`src/rtl/ps_setpoint_mux.sv`:
```
`default_nettype none
// ============================================================================
// Module      : ps_setpoint_mux
// Description : Switches the power-supply link between the FOFB setpoint
//               stream and the AWG stream. Ownership changes only at packet
//               boundaries unless a pending switch times out. The selected
//               stream is forwarded with one registered cycle of latency.
//               Length errors, dropped FOFB packets and forced switches are
//               reported through a CSR.
// Revision    : 1.0 - initial release
// ============================================================================
module ps_setpoint_mux #(
    parameter int SETPOINT_COUNT = -1,
    parameter int DATA_WIDTH     = 32,
    parameter int SWITCH_TIMEOUT = 100000
) (
    input  logic                  sysClk,
    input  logic                  sysReset_n,
    input  logic                  csrStrobe,
    input  logic [DATA_WIDTH-1:0] GPIO_OUT,
    output logic [DATA_WIDTH-1:0] status,
    input  logic [DATA_WIDTH-1:0] fofbTDATA,
    input  logic                  fofbTVALID,
    input  logic                  fofbTLAST,
    input  logic [DATA_WIDTH-1:0] awgTDATA,
    input  logic                  awgTVALID,
    input  logic                  awgTLAST,
    input  logic                  AWGrequest,
    output logic                  AWGenabled,
    output logic [DATA_WIDTH-1:0] psTDATA,
    output logic                  psTVALID,
    output logic                  psTLAST,
    output logic                  psTUSER
);

    // Out-of-range parameters are clamped so the counters always elaborate.
    localparam int SP_CNT = (SETPOINT_COUNT < 2) ? 2 : SETPOINT_COUNT;
    localparam int WC_W   = $clog2(SP_CNT + 1);
    localparam logic [WC_W-1:0] WC_MAX  = WC_W'(SP_CNT);
    localparam logic [WC_W-1:0] WC_LAST = WC_W'(SP_CNT - 1);

    localparam int TO_CNT = (SWITCH_TIMEOUT < 1) ? 1 : SWITCH_TIMEOUT;
    localparam int TO_W   = $clog2(TO_CNT + 1);
    localparam logic [TO_W-1:0] TO_LAST = TO_W'(TO_CNT - 1);

    localparam logic [0:0] ST_FOFB = 1'b0;
    localparam logic [0:0] ST_AWG  = 1'b1;

    // FSM and pending-switch counter
    logic [0:0]      state_q, state_d;
    logic [TO_W-1:0] pendCnt_q, pendCnt_d;
    logic            wantSwitch, naturalOk, timeoutHit, switchNow, forcedSwitch;

    // Per-source packet tracking
    logic            fofbInPkt_q, fofbInPkt_d, awgInPkt_q, awgInPkt_d;
    logic [WC_W-1:0] fofbWc_q, fofbWc_d, awgWc_q, awgWc_d;
    logic            fofbSync_q, fofbSync_d, awgSync_q, awgSync_d;
    logic            fofbLastBeat, awgLastBeat;
    logic            fofbBoundary, awgBoundary;
    logic            fofbErr, awgErr;

    // CSR counters
    logic [7:0]      dropped_q, dropped_d;
    logic [7:0]      lenErr_q, lenErr_d;
    logic            timeout_q, timeout_d;
    logic            csrClear;
    logic [1:0]      lenInc;
    logic [8:0]      lenSum;

    // Registered output stream
    logic [DATA_WIDTH-1:0] psData_q;
    logic                  psValid_q, psLast_q, psUser_q;

    // State register and pending-switch counter
    always_ff @(posedge sysClk) begin
        if (!sysReset_n) begin
            state_q   <= ST_FOFB;
            pendCnt_q <= '0;
        end else begin
            state_q   <= state_d;
            pendCnt_q <= pendCnt_d;
        end
    end

    // Next state: switch at a boundary of the current owner, or when the
    // request has waited long enough that the open packet is abandoned.
    always_comb begin
        state_d      = state_q;
        wantSwitch   = (state_q == ST_FOFB) ? AWGrequest : !AWGrequest;
        naturalOk    = (state_q == ST_FOFB) ? fofbBoundary : awgBoundary;
        timeoutHit   = (pendCnt_q == TO_LAST);
        switchNow    = wantSwitch && (naturalOk || timeoutHit);
        forcedSwitch = switchNow && !naturalOk;
        if (switchNow) begin
            state_d = (state_q == ST_FOFB) ? ST_AWG : ST_FOFB;
        end
        pendCnt_d = (wantSwitch && !switchNow) ? pendCnt_q + 1'b1 : '0;
    end

    // FSM outputs
    always_comb begin
        AWGenabled = (state_q == ST_AWG);
    end

    // Packet tracking for both sources, including post-reset resync so a
    // packet truncated by reset is never counted as a length error.
    always_comb begin
        fofbLastBeat = fofbTVALID && fofbTLAST;
        awgLastBeat  = awgTVALID && awgTLAST;
        fofbBoundary = (!fofbInPkt_q && !fofbTVALID) || fofbLastBeat;
        awgBoundary  = (!awgInPkt_q && !awgTVALID) || awgLastBeat;

        fofbInPkt_d = fofbTVALID ? !fofbTLAST : fofbInPkt_q;
        awgInPkt_d  = awgTVALID ? !awgTLAST : awgInPkt_q;

        fofbWc_d = fofbWc_q;
        if (fofbLastBeat) begin
            fofbWc_d = '0;
        end else if (fofbTVALID && (fofbWc_q != WC_MAX)) begin
            fofbWc_d = fofbWc_q + 1'b1;
        end

        awgWc_d = awgWc_q;
        if (awgLastBeat) begin
            awgWc_d = '0;
        end else if (awgTVALID && (awgWc_q != WC_MAX)) begin
            awgWc_d = awgWc_q + 1'b1;
        end

        fofbErr    = fofbSync_q && fofbLastBeat && (fofbWc_q != WC_LAST);
        awgErr     = awgSync_q && awgLastBeat && (awgWc_q != WC_LAST);
        fofbSync_d = fofbSync_q || fofbBoundary;
        awgSync_d  = awgSync_q || awgBoundary;
    end

    // CSR counter updates; a clear beats a simultaneous increment.
    always_comb begin
        csrClear = csrStrobe && GPIO_OUT[0];
        lenInc   = {1'b0, fofbErr} + {1'b0, awgErr};
        lenSum   = {1'b0, lenErr_q} + {7'b0, lenInc};

        dropped_d = dropped_q;
        if (fofbLastBeat && (state_q == ST_AWG) && (dropped_q != 8'hFF)) begin
            dropped_d = dropped_q + 1'b1;
        end
        lenErr_d  = lenSum[8] ? 8'hFF : lenSum[7:0];
        timeout_d = timeout_q || forcedSwitch;

        if (csrClear) begin
            dropped_d = '0;
            lenErr_d  = '0;
            timeout_d = 1'b0;
        end
    end

    // Tracking and CSR registers
    always_ff @(posedge sysClk) begin
        if (!sysReset_n) begin
            fofbInPkt_q <= 1'b0;
            awgInPkt_q  <= 1'b0;
            fofbWc_q    <= '0;
            awgWc_q     <= '0;
            fofbSync_q  <= 1'b0;
            awgSync_q   <= 1'b0;
            dropped_q   <= '0;
            lenErr_q    <= '0;
            timeout_q   <= 1'b0;
        end else begin
            fofbInPkt_q <= fofbInPkt_d;
            awgInPkt_q  <= awgInPkt_d;
            fofbWc_q    <= fofbWc_d;
            awgWc_q     <= awgWc_d;
            fofbSync_q  <= fofbSync_d;
            awgSync_q   <= awgSync_d;
            dropped_q   <= dropped_d;
            lenErr_q    <= lenErr_d;
            timeout_q   <= timeout_d;
        end
    end

    // Forward the stream selected by the current registered state.
    always_ff @(posedge sysClk) begin
        if (!sysReset_n) begin
            psData_q  <= '0;
            psValid_q <= 1'b0;
            psLast_q  <= 1'b0;
            psUser_q  <= 1'b0;
        end else if (state_q == ST_AWG) begin
            psData_q  <= awgTDATA;
            psValid_q <= awgTVALID;
            psLast_q  <= awgTLAST && awgTVALID;
            psUser_q  <= 1'b1;
        end else begin
            psData_q  <= fofbTDATA;
            psValid_q <= fofbTVALID;
            psLast_q  <= fofbTLAST && fofbTVALID;
            psUser_q  <= 1'b0;
        end
    end

    // Output and status wiring
    always_comb begin
        psTDATA  = psData_q;
        psTVALID = psValid_q;
        psTLAST  = psLast_q;
        psTUSER  = psUser_q;
        status   = {AWGenabled, AWGrequest, fofbInPkt_q, awgInPkt_q, timeout_q,
                    11'b0, lenErr_q, dropped_q};
    end

endmodule
`default_nettype wire
```
`config.mk`:
```
export PLATFORM = sky130hd
export DESIGN_NAME = ps_setpoint_mux
export DESIGN_NICKNAME = d
export VERILOG_FILES = /design/src/rtl/ps_setpoint_mux.sv
export SDC_FILE = /design/constraint.sdc
export NUM_CORES = 1
export LEC_CHECK = 0
export ABC_AREA = 1
export BUFFER_PORTS_ARGS = -buffer_cell sky130_fd_sc_hd__buf_4
export CAP_MARGIN = 20
export CORE_MARGIN = 2
export CORE_UTILIZATION = 40
export CTS_BUF_LIST = sky130_fd_sc_hd__clkbuf_8
export DETAILED_ROUTE_END_ITERATION = 10
export PLACE_DENSITY = 0.7
export SLEW_MARGIN = 20
export SYNTH_ARGS = -nofsm -noshare
export SYNTH_HDL_FRONTEND = slang
export SYNTH_SLANG_ARGS = --single-unit
```
`constraint.sdc`:
```
create_clock -name sysClk -period 1.8 [get_ports sysClk]
set_input_delay 0.09 -clock sysClk [delete_from_list [all_inputs] [get_ports sysClk]]
set_output_delay 0.09 -clock sysClk [all_outputs]
set_load 0.05 [all_outputs]
```
After elaboration in Yosys (flattened, before gate mapping)

Index checks and enable logic that the tools add are counted.

Bits in registers: 78
Output and inout bits: 68

Add/sub/neg operators: 6
Equal/unequal tests: 6
Multiplexer cells: 8
Bitwise gates (word level): 1
Reductions and logical operators: 35

Operators with widths:

| cell                                                             | count |
|---|---|
| 32-bit 2-to-1 mux                                                | 1 |
| 17-bit by 1-bit adder with 17-bit output (second input constant) | 1 |
| 17-bit equality test (second input constant)                     | 1 |
| 1-bit logical AND                                                | 16 |
| 8-bit by 2-bit adder with 9-bit output                           | 1 |
| 1-bit logical NOT                                                | 9 |
| 8-bit by 1-bit adder with 8-bit output (second input constant)   | 1 |
| 8-bit 2-to-1 mux                                                 | 1 |
| 8-bit != test (second input constant)                            | 1 |
| 1-bit logical OR                                                 | 6 |
| 1-bit 2-to-1 mux                                                 | 6 |
| 2-bit OR reduction                                               | 3 |
| 2-bit by 1-bit adder with 2-bit output (second input constant)   | 2 |
| 2-bit by 1-bit != test with 1-bit output (second input constant) | 2 |
| 2-bit != test (second input constant)                            | 2 |
| 1-bit by 1-bit adder with 2-bit output                           | 1 |
| 2-bit AND reduction                                              | 1 |
| 1-bit inverter                                                   | 1 |

Longest topological paths before layout

Gate-level depths: netlist of the first run.

Word-level depth: 9
Depth in mapped cells: 12

Least setup slack after synthesis of the first run

Ideal clock, no wire load.

Path kind: reg2reg
Start: register fofbWc_q[1]
End: register lenErr_q[6]
Library setup time: 113 ps
Arrival time: 1764 ps
Data required time: 1687 ps
Setup slack: -77 ps
Cell stages (with the launch flop): 12
Path through: dfxtp_1 -> inv_1 -> ha_1 -> nor3b_1 -> fa_1 -> nand3_1 -> nor2_1 -> nand2_1 -> inv_1 -> nand3_1 -> nor2_1 -> nor2_1

Cells in the longest elaborated chain, start to end: 5

RTL lines:

| item                                     | line | text |
|---|---|---|
| start, declared                          | 56   | `logic [WC_W-1:0] fofbWc_q, fofbWc_d, awgWc_q, awgWc_d;` |
| start signal, assigned                   | 171  | `fofbWc_q <= fofbWc_d;` |
| 2-bit by 1-bit != test with 1-bit output | 130  | `fofbErr = fofbSync_q && fofbLastBeat && (fofbWc_q != WC_LAST);` |
| 1-bit logical AND                        | 130  |  |
| 1-bit by 1-bit adder with 2-bit output   | 139  | `lenInc = {1'b0, fofbErr} + {1'b0, awgErr};` |
| 8-bit by 2-bit adder with 9-bit output   | 140  | `lenSum = {1'b0, lenErr_q} + {7'b0, lenInc};` |
| 8-bit 2-to-1 mux                         | 146  | `lenErr_d = lenSum[8] ? 8'hFF : lenSum[7:0];` |
| end signal, assigned                     | 176  | `lenErr_q <= lenErr_d;` |
| end, declared                            | 64   | `logic [7:0] lenErr_q, lenErr_d;` |

Every way passes these cells.
A chain may end at the register's enable or synchronous reset.

Worst setup path in the final report of the first run

Start: register fofbWc_q[0]
End: register lenErr_q[6]

Same word-level chain as after synthesis.

==> flow_metrics.py, run 1 <==
metrics = {
    "global_route": {
        "grt_util_all_layers_pct": 21.8,
        "globalRoute.totalOverflow": 0,
        "grt_first_pass_wirelength_mm": 16.6,
        "antenna_found_initial": 1,
        "grt_start_max_net_pins": 35,
        "first_global_vias": 3630,
    },
    "critical_path": {
        "worstReg2RegStart": "fofbWc_q[0]$_SDFFE_PP0P_",
        "crit_path_end_kind": "flip-flop",
        "crit_path_top_delay_cell": "sky130_fd_sc_hd__dfxtp_1",
        "critPathMaxFanout": 4,
        "critPathArrivalTime_ns": 1.94,
        "worst-r2r-setup-slack_ns": 0.10,
        "cp_slowest_stage_delay_ns": 0.34,
        "timing.rr.end": "lenErr_q[6]$_SDFF_PP0_",
        "critPathLaunchType": "flip-flop",
        "criticalPathCategory": "reg2reg",
        "reg2reg_depth": 10,
        "crit_path_cell_chain": "ha_1 > nor3b_2 > fa_2 > nand3_2 > nor2_2 > nand2_2 > inv_2 > nand3_2 > nor2_1 > nor2_1",
        "timing.critical_path.required_ns": 2.04,
    },
    "floorplan": {
        "placementRows": 34,
        "die_w_um": 97.3,
        "initial_core_util_pct": 40.6,
        "die_y_um": 97.3,
        "fp.dieArea_um2": 9470,
        "core-area_um2": 8590,
        "number_of_top_level_design_ports": 172,
    },
    "yosys": {
        "synth-seq-cells": 78,
        "synth.cell_area_um2": 3480,
        "yosysSeqAreaShare_pct": 44.8,
        "synthesis.area_per_instance_um2": 7.49,
        "post_synth_main_area_contributors": "sky130_fd_sc_hd__dfxtp_1, sky130_fd_sc_hd__nand2_1, sky130_fd_sc_hd__nand3_1",
        "synth.top_cell.area_share_pct": 44.8,
        "post-synth-top-area-cell": "sky130_fd_sc_hd__dfxtp_1",
        "postSynthCellCount": 465,
        "netlist-cell-type-count": 30,
        "ys.warnings.count": 0,
    },
    "timing": {
        "finalCriticalPeriod_ns": 1.70,
        "worst_hold_slack_ns": 0.0315,
        "fin_crit_sh_pct": 94.3,
        "fmax_mhz": 589,
        "rsz_0062_raised_after_global_routing": "no",
        "final_hold_viol_count": 0,
        "clock-skew-final_ns": 0.00851,
        "final_number_of_max_transition_violations": 0,
        "layout_setup_ws_ns": 0.103,
        "setup_violations": 0,
    },
    "power": {
        "totalPowerFinal_mw": 5.85,
        "pwr-share-comb_pct": 37.9,
        "share_clk_of_total_power_pct": 26.7,
        "seq_power_share_pct": 35.4,
        "power.share.switching_pct": 39.1,
        "netSwitchingPower_mw": 2.29,
        "irDropWorstVdd_mv": 0.657,
        "p_leak_nw": 2.54,
        "power_report.internal_total_mw": 3.57,
        "power.density_nw_per_um2": 1070,
    },
    "routing": {
        "vias": 3635,
        "route.final.wire_length_mm": 10.3,
        "drt_first_pass_iters": 4,
        "detail_route.iter0.violations": 98,
        "vias_per_inst": 4.69,
        "route.antenna.remaining_nets": 0,
        "detail_route.drc_violations": 0,
        "route.detailed.wl_per_inst_um": 13.3,
    },
    "placed_design": {
        "routabilityCongestion": 0.825,
        "post_dp_cell_area_um2": 4520,
        "port-buffer-count": 129,
        "post_place_setup_slack_ns": -0.0439,
        "post-dp-hpwl_mm": 6.34,
    },
    "clocking": {
        "cts-root-to-sink-buffers": 2,
        "tritoncts": "built",
        "htreeDepth": 3,
        "worst_setup_hold_path_clk_slew_ns": 0.08,
        "cts_inserted_buffers": 9,
        "cts.root.buffer_cell": "sky130_fd_sc_hd__clkbuf_8",
        "clkSinkCount": 78,
        "clock_insertion_delay_worst_skew_ns": 0.34,
    },
    "final_layout": {
        "fill_cell_total_of_the_finished_layout": 697,
        "design.final.nets": 773,
        "design_area_um2": 5450,
        "post_route_cells_drive_above_1_share_pct": 29.7,
        "layout-area-overhead-vs-synth_pct": 56.4,
    },
    "flow_run": {
        "maxCapViolations": 0,
    },
    "min_path": {
        "worst_hold_startpoint": "fofbTVALID",
        "hold_class": "in2reg",
        "hold_depth": 3,
        "hold_path_end": "fofbInPkt_q$_SDFFE_PN0P_",
    },
    "run_status": {
        "outcome": "complete, no violations",
    },
}
## cells in the mapped netlist
library cell / instances
sky130_fd_sc_hd__a211oi_1: 2
sky130_fd_sc_hd__a21oi_1: 14
sky130_fd_sc_hd__a21oi_2: 1
sky130_fd_sc_hd__buf_12: 1
sky130_fd_sc_hd__buf_2: 6
sky130_fd_sc_hd__buf_4: 16
sky130_fd_sc_hd__clkbuf_1: 5
sky130_fd_sc_hd__conb_1: 1
sky130_fd_sc_hd__dfxtp_1: 78
sky130_fd_sc_hd__fa_1: 1
sky130_fd_sc_hd__ha_1: 6
sky130_fd_sc_hd__inv_1: 46
sky130_fd_sc_hd__inv_2: 4
sky130_fd_sc_hd__nand2_1: 127
sky130_fd_sc_hd__nand2_2: 4
sky130_fd_sc_hd__nand3_1: 48
sky130_fd_sc_hd__nand3_2: 1
sky130_fd_sc_hd__nand3_4: 1
sky130_fd_sc_hd__nand4_1: 5
sky130_fd_sc_hd__nor2_1: 46
sky130_fd_sc_hd__nor2_2: 14
sky130_fd_sc_hd__nor2_4: 3
sky130_fd_sc_hd__nor3_1: 3
sky130_fd_sc_hd__nor3b_1: 2
sky130_fd_sc_hd__o21a_1: 2
sky130_fd_sc_hd__o21ai_0: 7
sky130_fd_sc_hd__o21ai_2: 1
sky130_fd_sc_hd__o22ai_1: 2
sky130_fd_sc_hd__xnor2_1: 7
sky130_fd_sc_hd__xor2_1: 11
## cell usage in the layout (no fill, tap or decap), types with 2 or more instances in the layout
| cell type | n |
|---|---|
| sky130_fd_sc_hd__ha_1 | 5 |
| sky130_fd_sc_hd__o22ai_1 | 2 |
| sky130_fd_sc_hd__nand2_1 | 125 |
| sky130_fd_sc_hd__nor3b_2 | 2 |
| sky130_fd_sc_hd__inv_2 | 6 |
| sky130_fd_sc_hd__dfxtp_1 | 75 |
| sky130_fd_sc_hd__o21ai_0 | 5 |
| sky130_fd_sc_hd__nand3_1 | 46 |
| sky130_fd_sc_hd__nor2_2 | 15 |
| sky130_fd_sc_hd__clkbuf_8 | 9 |
| sky130_fd_sc_hd__xor2_1 | 11 |
| sky130_fd_sc_hd__nand4_1 | 5 |
| sky130_fd_sc_hd__buf_4 | 140 |
| sky130_fd_sc_hd__inv_1 | 44 |
| sky130_fd_sc_hd__nand2_2 | 5 |
| sky130_fd_sc_hd__nand3_2 | 3 |
| sky130_fd_sc_hd__a211oi_1 | 2 |
| sky130_fd_sc_hd__a21oi_1 | 14 |
| sky130_fd_sc_hd__nor2_1 | 45 |
| sky130_fd_sc_hd__conb_1 | 11 |
| sky130_fd_sc_hd__o21ai_1 | 2 |
| sky130_fd_sc_hd__nor3_1 | 3 |
| sky130_fd_sc_hd__dlygate4sd3_1 | 64 |
| sky130_fd_sc_hd__nor2_4 | 3 |
| sky130_fd_sc_hd__dfxtp_2 | 3 |
| sky130_fd_sc_hd__bufinv_16 | 3 |
| sky130_fd_sc_hd__o21a_1 | 2 |
| sky130_fd_sc_hd__xnor2_1 | 7 |
## repair_timing
action / CTS / global route
endpoints found under the setup margin: 2 / 8
setup buffers: 2 / 0
resized for setup: 1 / 13
pin swaps: 3 / 5
hold buffers: 64 / 0
endpoints found under the hold margin: 32 / 0
## worst max-delay path: cells and delay by family, from the launching register on
family	cells	cell delay [ns]
fa+ha+maj	2	0.46
simple gates	7	0.72
buf+inv	1	0.07
flops	1	0.34
## how the worst max path moves through the flow
stage / from / end / slack [ns]
floorplan: awgWc_q[1]$_SDFFE_PP0P_ / lenErr_q[6]$_SDFF_PP0_ / 0.001
global placement: awgWc_q[1]$_SDFFE_PP0P_ / lenErr_q[6]$_SDFF_PP0_ / 0.03
global route: fofbWc_q[0]$_SDFFE_PP0P_ / lenErr_q[6]$_SDFF_PP0_ / 0.008
finish: fofbWc_q[0]$_SDFFE_PP0P_ / lenErr_q[6]$_SDFF_PP0_ / 0.10
CTS: awgWc_q[1]$_SDFFE_PP0P_ / lenErr_q[4]$_SDFF_PP0_ / 0.003
detailed placement: awgWc_q[1]$_SDFFE_PP0P_ / lenErr_q[6]$_SDFF_PP0_ / -0.04
## registers in the layout, summed over array words and instances (netlist names), 2 cells and up
signal and flops:
psTDATA 32, awgWc_q 2, fofbWc_q 2, lenErr_q 8, pendCnt_q 17, dropped_q 8
## stage by stage
step	utilization, %	instances	TNS [ns]
after floorplan	-	475	0
after global placement	52.6	693	0
after detailed placement	52.6	693	-0.0439
after CTS	63.0	774	0
after global routing	63.4	775	0
final	63.4	775	0
## kinds of logic (layout without fill, tap and decap cells)
family                     count (synthesis)  in the layout  share of synthesized area, %
AOI/OAI and AO/OA                         29             29                          4.74
xor gates and xnor gates                  18             18                          4.52
adders and majority gates                  7              7                          2.73
buffers and inverters                     78            269                          10.8
DFF                                       78             78                          44.8
other                                      1             12                         0.108
and+or+nand+nor                          254            254                          32.3
## routing by layer
layer / up-vias / share of wire [%] / track usage [%]
met2: 114 / 53 / 39.9
met5: - / 0 / 0
met1: 1668 / 38 / 23.1
met4: 0 / 4.7 / 12.2
li1: 1815 / - / -
met3: 38 / 4.6 / 4.68
## power groups by stage
stage          Combinational, mW  Sequential, mW  Clock [mW]
2_1_floorplan              0.680            2.88           0
3_3_place_gp                2.04            2.10           0
3_5_place_dp                2.06            2.10           0
4_1_cts                     2.18            2.06        1.59
5_1_grt                     2.34            2.10        1.65
6_report                    2.22            2.07        1.56
## layout make-up
| type | instances | area (µm²) | share of cell area [%] |
|---|---|---|---|
| well taps | 108 | 135 | 2.48 |
| flip-flops and latches | 78 | 1570 | 28.7 |
| clock inverters | 6 | 111 | 2.04 |
| clock buffers | 9 | 124 | 2.27 |
| diodes | 1 | 2.50 | 0.0459 |
| repair buffers | 204 | 1690 | 31.0 |
| inverters | 50 | 188 | 3.44 |
| multi-input cells | 319 | 1630 | 29.9 |
No activity file was read; power rests on OpenSTA's default activity.
==> run 2: changes to the inputs <==
==> constraint.sdc (replaced) <==
create_clock -name sysClk -period 1.8 [get_ports sysClk]
set_input_delay 0.27 -clock sysClk [delete_from_list [all_inputs] [get_ports sysClk]]
set_output_delay 0.27 -clock sysClk [all_outputs]
set_load 0.05 [all_outputs]
==> run 2 against run 1 <==
- core utilization is 7.7 points lower
- critical path depth is 1 higher
- sequential power hardly changed
- non-clock buffer count is 63 lower
- setup slack worse by 0.0087 ns
- combinational power is 7% lower
- fmax is 0.51% lower
- largest cell class is now multi-input gates
- worst hold slack better by 0.068 ns
- total power is 6.4% lower
- final cell count is 8.1% lower
==> flow_metrics.py, run 2 (synthesized netlist as in run 1, its figures left out) <==
metrics = {
    "placed_design": {
        "post-place-cells": 694,
        "post_place_setup_slack_ns": -0.0444,
        "routabilityCongestion": 0.818,
        "post-dp-hpwl_mm": 6.41,
        "port-buffer-count": 129,
        "post_dp_cell_area_um2": 4530,
    },
    "timing": {
        "clock-skew-final_ns": 0.0102,
        "finalCriticalPeriod_ns": 1.71,
        "fin_crit_sh_pct": 94.8,
        "final_hold_viol_count": 0,
        "fmax_mhz": 586,
        "setup_violations": 0,
        "rsz_0062_raised_after_global_routing": "yes",
        "layout_setup_ws_ns": 0.0938,
        "final_number_of_max_transition_violations": 0,
    },
    "final_layout": {
        "layout-area-overhead-vs-synth_pct": 37.5,
        "design.final.nets": 710,
        "antennaDiodeCount": 0,
        "layoutNonFillerInstCount": 712,
        "mostFrequentLayoutCells": "sky130_fd_sc_hd__buf_4, sky130_fd_sc_hd__nand2_1, sky130_fd_sc_hd__dfxtp_1",
        "design_area_um2": 4790,
        "post_route_cells_drive_above_1_share_pct": 32.9,
        "layout.cells.most_common": "sky130_fd_sc_hd__buf_4",
        "max_reg_flops": 32,
    },
    "clocking": {
        "postCtsHoldBufs": 0,
        "htreeDepth": 3,
        "clkSinkCount": 78,
        "clock_insertion_delay_worst_skew_ns": 0.35,
        "tritoncts": "built",
        "cts-root-to-sink-buffers": 2,
        "cts.root.buffer_cell": "sky130_fd_sc_hd__clkbuf_8",
        "cts_inserted_buffers": 9,
        "worst_setup_hold_path_clk_slew_ns": 0.09,
    },
    "critical_path": {
        "criticalPathCategory": "reg2reg",
        "crit_path_end_kind": "flip-flop",
        "worstReg2RegStart": "awgWc_q[1]$_SDFFE_PP0P_",
        "worstSetupStartpoint": "awgWc_q[1]$_SDFFE_PP0P_",
        "critPathLaunchType": "flip-flop",
        "timing.critical_path.required_ns": 2.05,
        "critPathMaxFanout": 3,
        "critPathArrivalTime_ns": 1.96,
        "worst-r2r-setup-slack_ns": 0.09,
    },
    "global_route": {
        "grt_start_max_net_pins": 34,
        "grt_first_pass_wirelength_mm": 13.7,
        "first_global_vias": 3047,
        "antenna_found_initial": 0,
        "globalRoute.totalOverflow": 0,
        "grt_util_all_layers_pct": 17.7,
    },
    "routing": {
        "route.antenna.remaining_nets": 0,
        "route.final.wire_length_mm": 8.56,
        "detail_route.drc_violations": 0,
        "vias": 3231,
        "detail_route.iter0.violations": 111,
        "drt_first_pass_iters": 4,
        "route.detailed.wl_per_inst_um": 12.0,
        "vias_per_inst": 4.54,
    },
    "floorplan": {
        "die_w_um": 97.3,
        "fp.dieArea_um2": 9470,
        "initial_core_util_pct": 40.6,
        "placementRows": 34,
        "die_y_um": 97.3,
        "number_of_top_level_design_ports": 172,
        "core-area_um2": 8590,
    },
    "power": {
        "p_leak_nw": 2.25,
        "totalPowerFinal_mw": 5.48,
        "power.density_nw_per_um2": 1140,
        "irDropWorstVdd_mv": 0.505,
    },
    "flow_run": {
        "maxCapViolations": 0,
    },
    "min_path": {
        "hold_class": "in2reg",
        "worst_hold_startpoint": "awgTDATA[20]",
    },
    "run_status": {
        "outcome": "complete, no violations",
    },
}
==> run 2: cell types whose count changed in the layout (fill, tap and decap cells not counted), moves of 2 or more <==
cell / before / now
sky130_fd_sc_hd__bufinv_16: 3 / 1
sky130_fd_sc_hd__clkbuf_8: 9 / 11
sky130_fd_sc_hd__clkinvlp_4: 1 / 3
sky130_fd_sc_hd__dlygate4sd3_1: 64 / 0
==> run 2: path summary, 6_finish.rpt <==
check	cells past startpoint	end
min reg2reg	2	timeout_q$_SDFF_PP0_
max	11	lenErr_q[6]$_SDFF_PP0_
max reg2reg	11	lenErr_q[6]$_SDFF_PP0_
min	3	psTDATA[20]$_SDFF_PN0_
==> run 2: through the flow <==
stage / TNS (ns) / hold slack [ns] / utilization (%)
final: 0 / 0.0990 / 55.8
after global routing: -0.0314 / 0.0904 / 55.8
after CTS: 0 / 0.0873 / 55.4
after detailed placement: -0.0444 / 0.454 / 52.7
after global placement: -0.00129 / 0.428 / 52.7
after floorplan: 0 / 0.373 / -
==> run 2: power by group <==
part	internal (mW)	switching, mW
clock	0.713	0.639
sequential	1.97	0.101
combinational	0.592	1.46
total	3.28	2.20
==> run 2: layout make-up <==
cell class | count | area, µm²
fillers | 814 | 3800
multi-input cells | 319 | 1640
flip-flops and latches | 78 | 1570
repair buffers | 141 | 1060
inverters | 50 | 188
clock buffers | 11 | 151
well taps | 108 | 135
clock inverters | 5 | 57.6
==> run 2: critical path: stages, from the launching register on <==
cell and delay [ns]:
sky130_fd_sc_hd__dfxtp_2 0.34, sky130_fd_sc_hd__inv_2 0.04, sky130_fd_sc_hd__ha_4 0.15, sky130_fd_sc_hd__nor3b_4 0.21, sky130_fd_sc_hd__fa_2 0.25, sky130_fd_sc_hd__nand3_2 0.11, sky130_fd_sc_hd__nor2_4 0.13, sky130_fd_sc_hd__nand2_2 0.08
sky130_fd_sc_hd__inv_2 0.08, sky130_fd_sc_hd__nand3_2 0.07, sky130_fd_sc_hd__nor2_1 0.11, sky130_fd_sc_hd__nor2_1 0.05
==> run 2: repair_timing <==
action / CTS / global route
setup buffers: 1 / 1
setup endpoints to repair: 2 / 8
pin swaps: 4 / 6
resized for setup: 5 / 9
==> run 2: routing by layer <==
metal,vias to the layer above,wire [µm],GRT usage (%)
met1,1458,3450,19.7
met5,-,0,0
li1,1690,-,-
met4,0,126,4.59
met2,72,4610,33.1
met3,11,372,4.89
